**src/rtl/riscv_pkg.sv**
```systemverilog
// Shared RISC-V pipeline definitions: ALU opcodes, forwarding select and the
// control bundle carried through the ID/EX register.
package riscv_pkg;

  localparam logic [3:0] ALU_ADD  = 4'b0000;
  localparam logic [3:0] ALU_SUB  = 4'b1000;
  localparam logic [3:0] ALU_SLL  = 4'b0001;
  localparam logic [3:0] ALU_SLT  = 4'b0010;
  localparam logic [3:0] ALU_SLTU = 4'b0011;
  localparam logic [3:0] ALU_XOR  = 4'b0100;
  localparam logic [3:0] ALU_SRL  = 4'b0101;
  localparam logic [3:0] ALU_SRA  = 4'b1101;
  localparam logic [3:0] ALU_OR   = 4'b0110;
  localparam logic [3:0] ALU_AND  = 4'b0111;
  localparam logic [3:0] ALU_PASS = 4'b1111;

  typedef enum logic [1:0] {
    FWD_NONE,
    FWD_MEM,
    FWD_WB
  } fwd_sel_e;

  typedef struct packed {
    logic       wb_en;
    logic       mem_rd;
    logic       mem_wr;
    logic [3:0] aluop;
    logic       sel_a;
    logic       sel_b;
  } ex_ctrl_t;

  // A bubble is an ADD with no side effects.
  localparam ex_ctrl_t CTRL_BUBBLE = '{
    wb_en:  1'b0,
    mem_rd: 1'b0,
    mem_wr: 1'b0,
    aluop:  ALU_ADD,
    sel_a:  1'b0,
    sel_b:  1'b0
  };

endpackage

```
**src/rtl/operand_fwd.sv**
```systemverilog
// Single-operand bypass mux: MEM result beats WB result beats the registered
// read data; x0 always keeps the registered value.
module operand_fwd
  import riscv_pkg::*;
#(
  parameter int XLEN = 32,
  parameter int RA_W = 5
) (
  input  logic [RA_W-1:0] addr,
  input  logic [XLEN-1:0] reg_data,
  input  logic            mem_en,
  input  logic [RA_W-1:0] mem_rd,
  input  logic [XLEN-1:0] mem_data,
  input  logic            wb_en,
  input  logic [RA_W-1:0] wb_rd,
  input  logic [XLEN-1:0] wb_data,
  output logic [XLEN-1:0] value
);

  fwd_sel_e sel;

  always_comb begin
    sel = FWD_NONE;
    if (addr != '0) begin
      if (mem_en && (mem_rd == addr)) begin
        sel = FWD_MEM;
      end else if (wb_en && (wb_rd == addr)) begin
        sel = FWD_WB;
      end
    end
  end

  always_comb begin
    value = reg_data;
    case (sel)
      FWD_MEM: value = mem_data;
      FWD_WB:  value = wb_data;
      default: value = reg_data;
    endcase
  end

endmodule

```
**src/rtl/id_ex_stage.sv**
```systemverilog
// ID/EX pipeline register with MEM/WB operand forwarding, load-use bubble
// insertion and stall/flush handling; feeds the ALU directly.
module id_ex_stage
  import riscv_pkg::*;
#(
  parameter int XLEN = 32,
  parameter int RA_W = 5
) (
  input  logic            clk,
  input  logic            rst,
  input  logic            id_valid,
  input  logic [XLEN-1:0] id_pc,
  input  logic [RA_W-1:0] id_rs1_addr,
  input  logic [RA_W-1:0] id_rs2_addr,
  input  logic [RA_W-1:0] id_rd_addr,
  input  logic [XLEN-1:0] id_rs1_data,
  input  logic [XLEN-1:0] id_rs2_data,
  input  logic [XLEN-1:0] id_imm,
  input  logic [3:0]      id_aluop,
  input  logic            id_sel_a,
  input  logic            id_sel_b,
  input  logic            id_uses_rs2,
  input  logic            id_wb_en,
  input  logic            id_mem_rd,
  input  logic            id_mem_wr,
  input  logic            stall,
  input  logic            flush,
  input  logic            mem_fwd_en,
  input  logic [RA_W-1:0] mem_fwd_rd,
  input  logic [XLEN-1:0] mem_fwd_data,
  input  logic            wb_fwd_en,
  input  logic [RA_W-1:0] wb_fwd_rd,
  input  logic [XLEN-1:0] wb_fwd_data,
  output logic            load_use_hazard,
  output logic            ex_valid,
  output logic [3:0]      ex_aluop,
  output logic [XLEN-1:0] ex_opr_a,
  output logic [XLEN-1:0] ex_opr_b,
  output logic [XLEN-1:0] ex_store_data,
  output logic [XLEN-1:0] ex_pc,
  output logic [RA_W-1:0] ex_rd_addr,
  output logic            ex_wb_en,
  output logic            ex_mem_rd,
  output logic            ex_mem_wr
);

  logic            vld_p0;
  ex_ctrl_t        ctrl_p0;
  logic [XLEN-1:0] pc_p0;
  logic [XLEN-1:0] imm_p0;
  logic [RA_W-1:0] rs1_addr_p0;
  logic [RA_W-1:0] rs2_addr_p0;
  logic [RA_W-1:0] rd_addr_p0;
  logic [XLEN-1:0] rs1_data_p0;
  logic [XLEN-1:0] rs2_data_p0;
  logic [XLEN-1:0] fwd_rs1;
  logic [XLEN-1:0] fwd_rs2;
  ex_ctrl_t        id_ctrl;

  assign id_ctrl = '{
    wb_en:  id_wb_en,
    mem_rd: id_mem_rd,
    mem_wr: id_mem_wr,
    aluop:  id_aluop,
    sel_a:  id_sel_a,
    sel_b:  id_sel_b
  };

  // Reported unconditionally; the hazard unit decides whether stall/flush override it.
  assign load_use_hazard = vld_p0 & ctrl_p0.mem_rd & (rd_addr_p0 != '0) & id_valid &
                           ((id_rs1_addr == rd_addr_p0) |
                            (id_uses_rs2 & (id_rs2_addr == rd_addr_p0)));

  // ID -> EX register (p0)
  always_ff @(posedge clk or posedge rst) begin
    if (rst) begin
      vld_p0      <= 1'b0;
      ctrl_p0     <= '0;
      pc_p0       <= '0;
      imm_p0      <= '0;
      rs1_addr_p0 <= '0;
      rs2_addr_p0 <= '0;
      rd_addr_p0  <= '0;
      rs1_data_p0 <= '0;
      rs2_data_p0 <= '0;
    end else if (flush) begin
      vld_p0  <= 1'b0;
      ctrl_p0 <= CTRL_BUBBLE;
    end else if (stall) begin
      // Capture any bypass seen during the stall so a retiring WB write is not lost.
      rs1_data_p0 <= fwd_rs1;
      rs2_data_p0 <= fwd_rs2;
    end else if (load_use_hazard) begin
      vld_p0  <= 1'b0;
      ctrl_p0 <= CTRL_BUBBLE;
    end else begin
      vld_p0      <= id_valid;
      ctrl_p0     <= id_ctrl;
      pc_p0       <= id_pc;
      imm_p0      <= id_imm;
      rs1_addr_p0 <= id_rs1_addr;
      rs2_addr_p0 <= id_rs2_addr;
      rd_addr_p0  <= id_rd_addr;
      rs1_data_p0 <= id_rs1_data;
      rs2_data_p0 <= id_rs2_data;
    end
  end

  operand_fwd #(.XLEN(XLEN), .RA_W(RA_W)) u_fwd_rs1 (
    .addr     (rs1_addr_p0),
    .reg_data (rs1_data_p0),
    .mem_en   (mem_fwd_en),
    .mem_rd   (mem_fwd_rd),
    .mem_data (mem_fwd_data),
    .wb_en    (wb_fwd_en),
    .wb_rd    (wb_fwd_rd),
    .wb_data  (wb_fwd_data),
    .value    (fwd_rs1)
  );

  operand_fwd #(.XLEN(XLEN), .RA_W(RA_W)) u_fwd_rs2 (
    .addr     (rs2_addr_p0),
    .reg_data (rs2_data_p0),
    .mem_en   (mem_fwd_en),
    .mem_rd   (mem_fwd_rd),
    .mem_data (mem_fwd_data),
    .wb_en    (wb_fwd_en),
    .wb_rd    (wb_fwd_rd),
    .wb_data  (wb_fwd_data),
    .value    (fwd_rs2)
  );

  // EX operand delivery
  assign ex_valid      = vld_p0;
  assign ex_aluop      = ctrl_p0.aluop;
  assign ex_opr_a      = ctrl_p0.sel_a ? pc_p0 : fwd_rs1;
  assign ex_opr_b      = ctrl_p0.sel_b ? imm_p0 : fwd_rs2;
  assign ex_store_data = fwd_rs2;
  assign ex_pc         = pc_p0;
  assign ex_rd_addr    = rd_addr_p0;
  assign ex_wb_en      = vld_p0 & ctrl_p0.wb_en;
  assign ex_mem_rd     = vld_p0 & ctrl_p0.mem_rd;
  assign ex_mem_wr     = vld_p0 & ctrl_p0.mem_wr;

endmodule

```
**config.mk**
```make
export PLATFORM = sky130hd
export DESIGN_NAME = id_ex_stage
export DESIGN_NICKNAME = d
export VERILOG_FILES = /design/src/rtl/riscv_pkg.sv /design/src/rtl/operand_fwd.sv /design/src/rtl/id_ex_stage.sv
export SDC_FILE = /design/constraint.sdc
export NUM_CORES = 1
export LEC_CHECK = 0
export ABC_CLOCK_PERIOD_IN_PS = 11600
export CELL_PAD_IN_SITES_DETAIL_PLACEMENT = 0
export CELL_PAD_IN_SITES_GLOBAL_PLACEMENT = 1
export CORE_ASPECT_RATIO = 1.5
export CORE_UTILIZATION = 26
export CTS_CLUSTER_DIAMETER = 200
export DETAILED_ROUTE_END_ITERATION = 8
export PLACE_DENSITY_LB_ADDON = 0.25
export SLEW_MARGIN = 0
export SYNTH_ARGS = -nofsm -noshare
export SYNTH_HDL_FRONTEND = slang
export SYNTH_HIERARCHICAL = 1
export SYNTH_SLANG_ARGS = --single-unit
export TNS_END_PERCENT = 50
```
**constraint.sdc**
```tcl
create_clock -name clk -period 11.6 [get_ports clk]
set_clock_uncertainty 0.15 [all_clocks]
set_input_delay 2.32 -clock clk [delete_from_list [all_inputs] [get_ports clk]]
set_output_delay 2.32 -clock clk [all_outputs]
set_load 0.02 [all_outputs]
```
==> results.ini, run 1 <==
[synthesis]
yosysTopAreaCellShare = 0.4280
yosysSeqAreaShare = 0.4280
yosysUniqueCellTypes = 32
synthTopCellsByArea = dfrtp_1 (43%), mux2_2 (33%), a22oi_1 (5.4%), o21ai_0 (3.7%), nand2_1 (2.9%)
ys_dominant_reg_cell = dfrtp_1
ys_ff_latch = 153
syn-num-nets = 1002
async_flop_share = 1.000
yosysMostFrequentCell = mux2_2
synth_edf_count = 0
netlist_area_um2 = 8945
ys.warnings.count = 6
synth.largest_area_cell = dfrtp_1
synth.top_cells.by_count = mux2_2 (261), dfrtp_1 (153), nand2_1 (69), o21ai_0 (66), a22oi_1 (64)
synth_cells = 764
synth_area_per_cell_um2 = 11.71

[cts]
postCtsResizedCells = 0
cts_tree = built
h-tree-depth = 4
cts.sinks = 153
clkTransAtPathRegs_ns = 0.07
cts_setup_buffers = 0
hold_buffers = 0
clkLatencyLatePin_ns = 0.44
numCtsBuffers = 17
clock_path_buffers = 2
cts_root_buf = clkbuf_16

[final_layout]
area_growth_pct = 51.06
fin_nets = 1340
final_layout_size_suffix_gt1_frac = 0.2780

[floorplan]
die_w_um = 153.4
die_area_um2 = 35160
io_pins = 376
rows = 82
die_y_um = 229.2
start_util = 0.2658
core_um2 = 33650

[critical_path]
crit_type = in -> out
startpoint = mem_fwd_rd[0]
rr_startpoint = rs1_addr_p0[0]
end_kind = primary output
startpoint_type = input pin
path_cells = clkdlybuf4s50_1 > xor2_1 > nor4_1 > and3_4 > or4_1 > ha_2 > o21ai_0 > mux2_2 > clkdlybuf4s50_1
worstPathMaxFanout = 64
cp_slowest_cell = ha_2
critical_path_required_ns = 9.13
crit_buf_inv = 2
cp_data_arrival_time_ns = 6.27
max_stage_delay_ns = 1.15
crit_family = adder cells
crit_top_cell = clkdlybuf4s50_1

[global_route]
grtUsageTotal = 0.1904
grt_pass1_wl_um = 50050
grt_pass1_vias = 8078
grt_max_degree = 97
gr-total-overflow = 0
antenna_found_initial = 5

[job]
drv_cap = 0

[power_and_ir_drop]
powerDensity_nw_per_um2 = 148.2
irDropWorstVdd_mv = 0.07307
total_power_mw = 2.002
p_leak_nw = 5.202

[timing]
whs_ns = 0.3387
drv_slew = 0
fin_setup_tns_ns = 0
max-slew-margin-rel = 0.2008
setup_violations = 0
max_freq_ghz = 0.1144
fin_crit_sh = 0.7538
rsz0062_at_grt = false
fin_crit_ns = 8.744
finalHoldViolations = 0
worst_pin_slew_ns = 1.199

[route]
vias = 7505
routed_via_density = 4.873
first_iter_violations = 251
first_pass_iters = 6
drc_errors = 0
antenna_left = 0
wire_per_inst_um = 21.34
routed_wl_um = 32860

[place]
place_congestion = 0.7865
hpwl_um = 23000
io_buffers = 375

[hold_path]
hold_path.class = reg -> reg
hp-start = rs2_data_p0[21]

[outcome]
outcome = finished, final reports clean

-- where the power goes --
part           total (mW)  switching (mW)  internal [mW]
Clock               0.526           0.242          0.284
Sequential          0.690          0.0653          0.625
Combinational       0.785           0.355          0.430
Total                2.00           0.663           1.34
-- kinds of logic (layout without fill, tap and decap cells) --
logic type               count (synthesis)  after routing  synth area share
AO/OA/AOI/OAI                          144            144            0.1088
XOR/XNOR                                30             30           0.03105
adder cells (fa/ha/maj)                  4              4          0.005595
buffers and inverters                   64            415           0.03567
flip-flops                             153            153            0.4280
multiplexers                           271            271            0.3412
other                                    0              5                 0
AND/OR/NAND/NOR                         98             98           0.04966
-- cell usage in the layout, fill, tap and decap left out, drive strengths merged, types with 3 or more instances in the layout --
cell	synthesis	layout
a22o	4	4
a22oi	64	64
a32o	6	6
and2	3	3
and3	7	7
buf	19	5
clkbuf	41	21
clkdlybuf4s50	0	374
clkinv	0	7
clkinvlp	0	3
dfrtp	153	153
diode	0	5
ha	4	4
inv	4	5
mux2	271	271
nand2	69	69
nand4	3	3
nor2	4	4
nor4	4	4
o21ai	66	66
or4	4	4
xnor2	22	22
xor2	8	8
-- through the flow --
step	std cells	instance area (um^2)	util	setup slack, ns
global placement	1503	12960	0.3853	2.846
finish	1540	13510	0.4015	2.856
floorplan	764	8945	-	4.368
global route	1539	13510	0.4014	2.584
detailed placement	1503	12960	0.3853	2.866
CTS	1535	13500	0.4011	2.843
-- state kept, by name, indices dropped and copies added (netlist names) --
name and count:
ex_rd_addr 5, ex_aluop 4, ctrl_p0 5, ex_valid 1, rs1_addr_p0 5, imm_p0 32
rs2_data_p0 32, ex_pc 32, rs1_data_p0 32, rs2_addr_p0 5
-- cell type report --
cell class	instances	area, um^2
Timing Repair Buffer	379	3781
Antenna cell	5	12.51
Clock inverter	11	73.82
Tap cell	420	525.5
Inverter	4	20.02
Fill cell	3332	20140
Multi-Input combinational cell	547	4807
Clock buffer	21	460.4
Sequential cell	153	3831
-- metal layers --
metal  part of all wire  track usage  vias up  wire length (um)
met5                  0            0        -                 0
met4              0.022      0.07313        0               731
met3              0.050      0.04503       38              1638
met2               0.55       0.3507      229             17930
met1               0.38       0.2089     3750             12570
li1                   -            -     3488                 -
-- worst paths after layout --
path	endpoint	slack (ns)	cells after the start
min in group asynchronous	imm_p0[20]	2.29	2
max in group asynchronous	ctrl_p0[1]	7.53	3
hold / removal	rs2_data_p0[21]	0.34	1
setup / recovery	ex_opr_a[2]	2.86	9
hold reg to reg	rs2_data_p0[21]	0.34	1
setup reg to reg	rs1_data_p0[2]	7.68	8
(Power assumes the default switching activity.)
==> run 2: changes to the inputs <==
--- a/config.mk
+++ b/config.mk
@@ -5,7 +5,7 @@
 export SDC_FILE = /design/constraint.sdc
 export NUM_CORES = 1
 export LEC_CHECK = 0
-export ABC_CLOCK_PERIOD_IN_PS = 11600
+export ABC_CLOCK_PERIOD_IN_PS = 8360
 export CELL_PAD_IN_SITES_DETAIL_PLACEMENT = 0
 export CELL_PAD_IN_SITES_GLOBAL_PLACEMENT = 1
 export CORE_ASPECT_RATIO = 1.5
==> constraint.sdc (replaced) <==
create_clock -name clk -period 8.36 [get_ports clk]
set_clock_uncertainty 0.15 [all_clocks]
set_input_delay 1.672 -clock clk [delete_from_list [all_inputs] [get_ports clk]]
set_output_delay 1.672 -clock clk [all_outputs]
set_load 0.02 [all_outputs]
==> run 2 against run 1 <==
Against the previous run:
- final area increased by 0.61%
- die area unchanged
- clock power increased by 42%
- core utilization increased by 0.25 points
- highest routed layer unchanged
- clock-buffer cell count increased by 1
- non-clock buffer count increased by 7
- hold slack got worse by 0.0025 ns
- global-route usage decreased by 0.066 points
- critical path type unchanged
- combinational power increased by 39%
==> results.ini, run 2 (synthesis gave the netlist of run 1 again) <==
[global_route]
antenna_found_initial = 4
grt_pass1_wl_um = 49570
grt_pass1_vias = 7966
use_met3 = 0.04087
grt.busiest_layer = met2
grtUsageTotal = 0.1897
grt_max_degree = 68
gr-total-overflow = 0
grtUsageMet2 = 0.3522
grtUsageMet1 = 0.2090

[final_layout]
final_cell_mix = clkdlybuf4s50_1 (374), mux2_2 (261), dfrtp_1 (151)
final_area_um2 = 13590
area_growth_pct = 51.98
fin_nets = 1347
fillers = 3367
multiInputGateArea_um2 = 4807
mostFrequentLayoutCell = clkdlybuf4s50_1
seqCellArea_um2 = 3831
final_layout_size_suffix_gt1_frac = 0.2834

[timing]
fin_crit_sh = 0.8575
drv_slew = 0
max_freq_ghz = 0.1395
rsz0062_at_grt = false
finalHoldViolations = 0
setup_violations = 0
max-slew-margin-rel = 0.2670
fin_crit_ns = 7.169
fin_setup_tns_ns = 0
worst_pin_slew_ns = 1.100

[cts]
hold_buffers = 0
h-tree-depth = 4
cts_root_buf = clkbuf_16
cts_setup_buffers = 0
clkTransAtPathRegs_ns = 0.07
clkLatencyLatePin_ns = 0.44
cts_tree = built
numCtsBuffers = 17
clock_path_buffers = 2
cts.sinks = 153
postCtsResizedCells = 0

[place]
placed_area_um2 = 13030
io_buffers = 375
hpwl_um = 23660
place_congestion = 0.7843

[power_and_ir_drop]
powerDensity_nw_per_um2 = 205.7
p_leak_nw = 5.244
irDropWorstVdd_mv = 0.1117

[route]
antenna_left = 0
first_pass_iters = 4
vias = 7527
wire_per_inst_um = 21.24
drc_errors = 0
routed_wl_um = 32840
routed_via_density = 4.869
first_iter_violations = 284

[critical_path]
startpoint_type = input pin
r2r_slack_ns = 4.78
worstPathMaxFanout = 45
end_kind = primary output
crit_type = in -> out
worstRegToRegCells = 9
critical_path_required_ns = 6.54
cp_data_arrival_time_ns = 5.35

[outcome]
outcome = finished, final reports clean

[floorplan]
die_w_um = 153.4
die_area_um2 = 35160
rows = 82
die_y_um = 229.2
io_pins = 376
core_um2 = 33650
start_util = 0.2658

[hold_path]
whs_path_depth = 1
hold_path.class = reg -> reg

[job]
drv_cap = 0

==> run 2: cell count changes in the layout (fill, tap and decap cells not counted), sizes merged <==
cell      change
buf           +7
clkinv        -2
clkinvlp      +2
clkbuf        +1
diode         -1
inv           -1
==> run 2: power breakdown <==
part	total, mW	leakage (nW)	switching, mW	internal (mW)
combinational	1.09	3.17	0.492	0.600
clock	0.746	0.260	0.336	0.410
sequential	0.958	1.81	0.0912	0.867
==> run 2: critical path, stage by stage <==
cell and delay (ns):
clkdlybuf4s50_1 0.53, xor2_1 0.16, nor4_1 0.07, and3_4 0.18, or4_1 0.51, ha_2 0.89, buf_4 0.30, nand2_1 0.05
o21ai_0 0.15, mux2_2 0.22, clkdlybuf4s50_1 0.61
==> run 2: layer usage <==
layer	vias to the layer above	routed length [um]
li1	3505	-
met1	3759	12780
met2	227	17830
met3	36	1513
met4	0	710
met5	-	0
==> run 2: cell type report <==
| class | instances | share of cell area |
|---|---|---|
| Antenna cell | 4 | 0.0007363 |
| Clock buffer | 22 | 0.03562 |
| Clock inverter | 10 | 0.005154 |
| Inverter | 4 | 0.001473 |
| Multi-Input combinational cell | 547 | 0.3536 |
| Sequential cell | 153 | 0.2818 |
| Tap cell | 420 | 0.03866 |
| Timing Repair Buffer | 386 | 0.2829 |
==> run 2: per-stage QoR <==
step / power [mW] / util / std cells / hold WS [ns] / setup slack (ns)
6_report: 2.797 / 0.4040 / 1546 / 0.3362 / 1.191
3_5_place_dp: 2.074 / 0.3872 / 1510 / 0.3258 / 1.129
4_1_cts: 2.839 / 0.4037 / 1542 / 0.3410 / 1.122
5_1_grt: 2.944 / 0.4040 / 1546 / 0.3607 / 0.9085
2_1_floorplan: 1.547 / - / 764 / 0.3077 / 2.417
3_3_place_gp: 2.066 / 0.3872 / 1510 / 0.3214 / 1.160
==> run 2: final timing paths <==
kind,end,startpoint
setup / recovery,ex_opr_a[20],mem_fwd_rd[1]
hold / removal,ctrl_p0[8],ctrl_p0[8]
setup reg to reg,rs1_data_p0[24],rs1_addr_p0[4]
hold reg to reg,ctrl_p0[8],ctrl_p0[8]
max in group asynchronous,ctrl_p0[1],rst
min in group asynchronous,imm_p0[20],rst
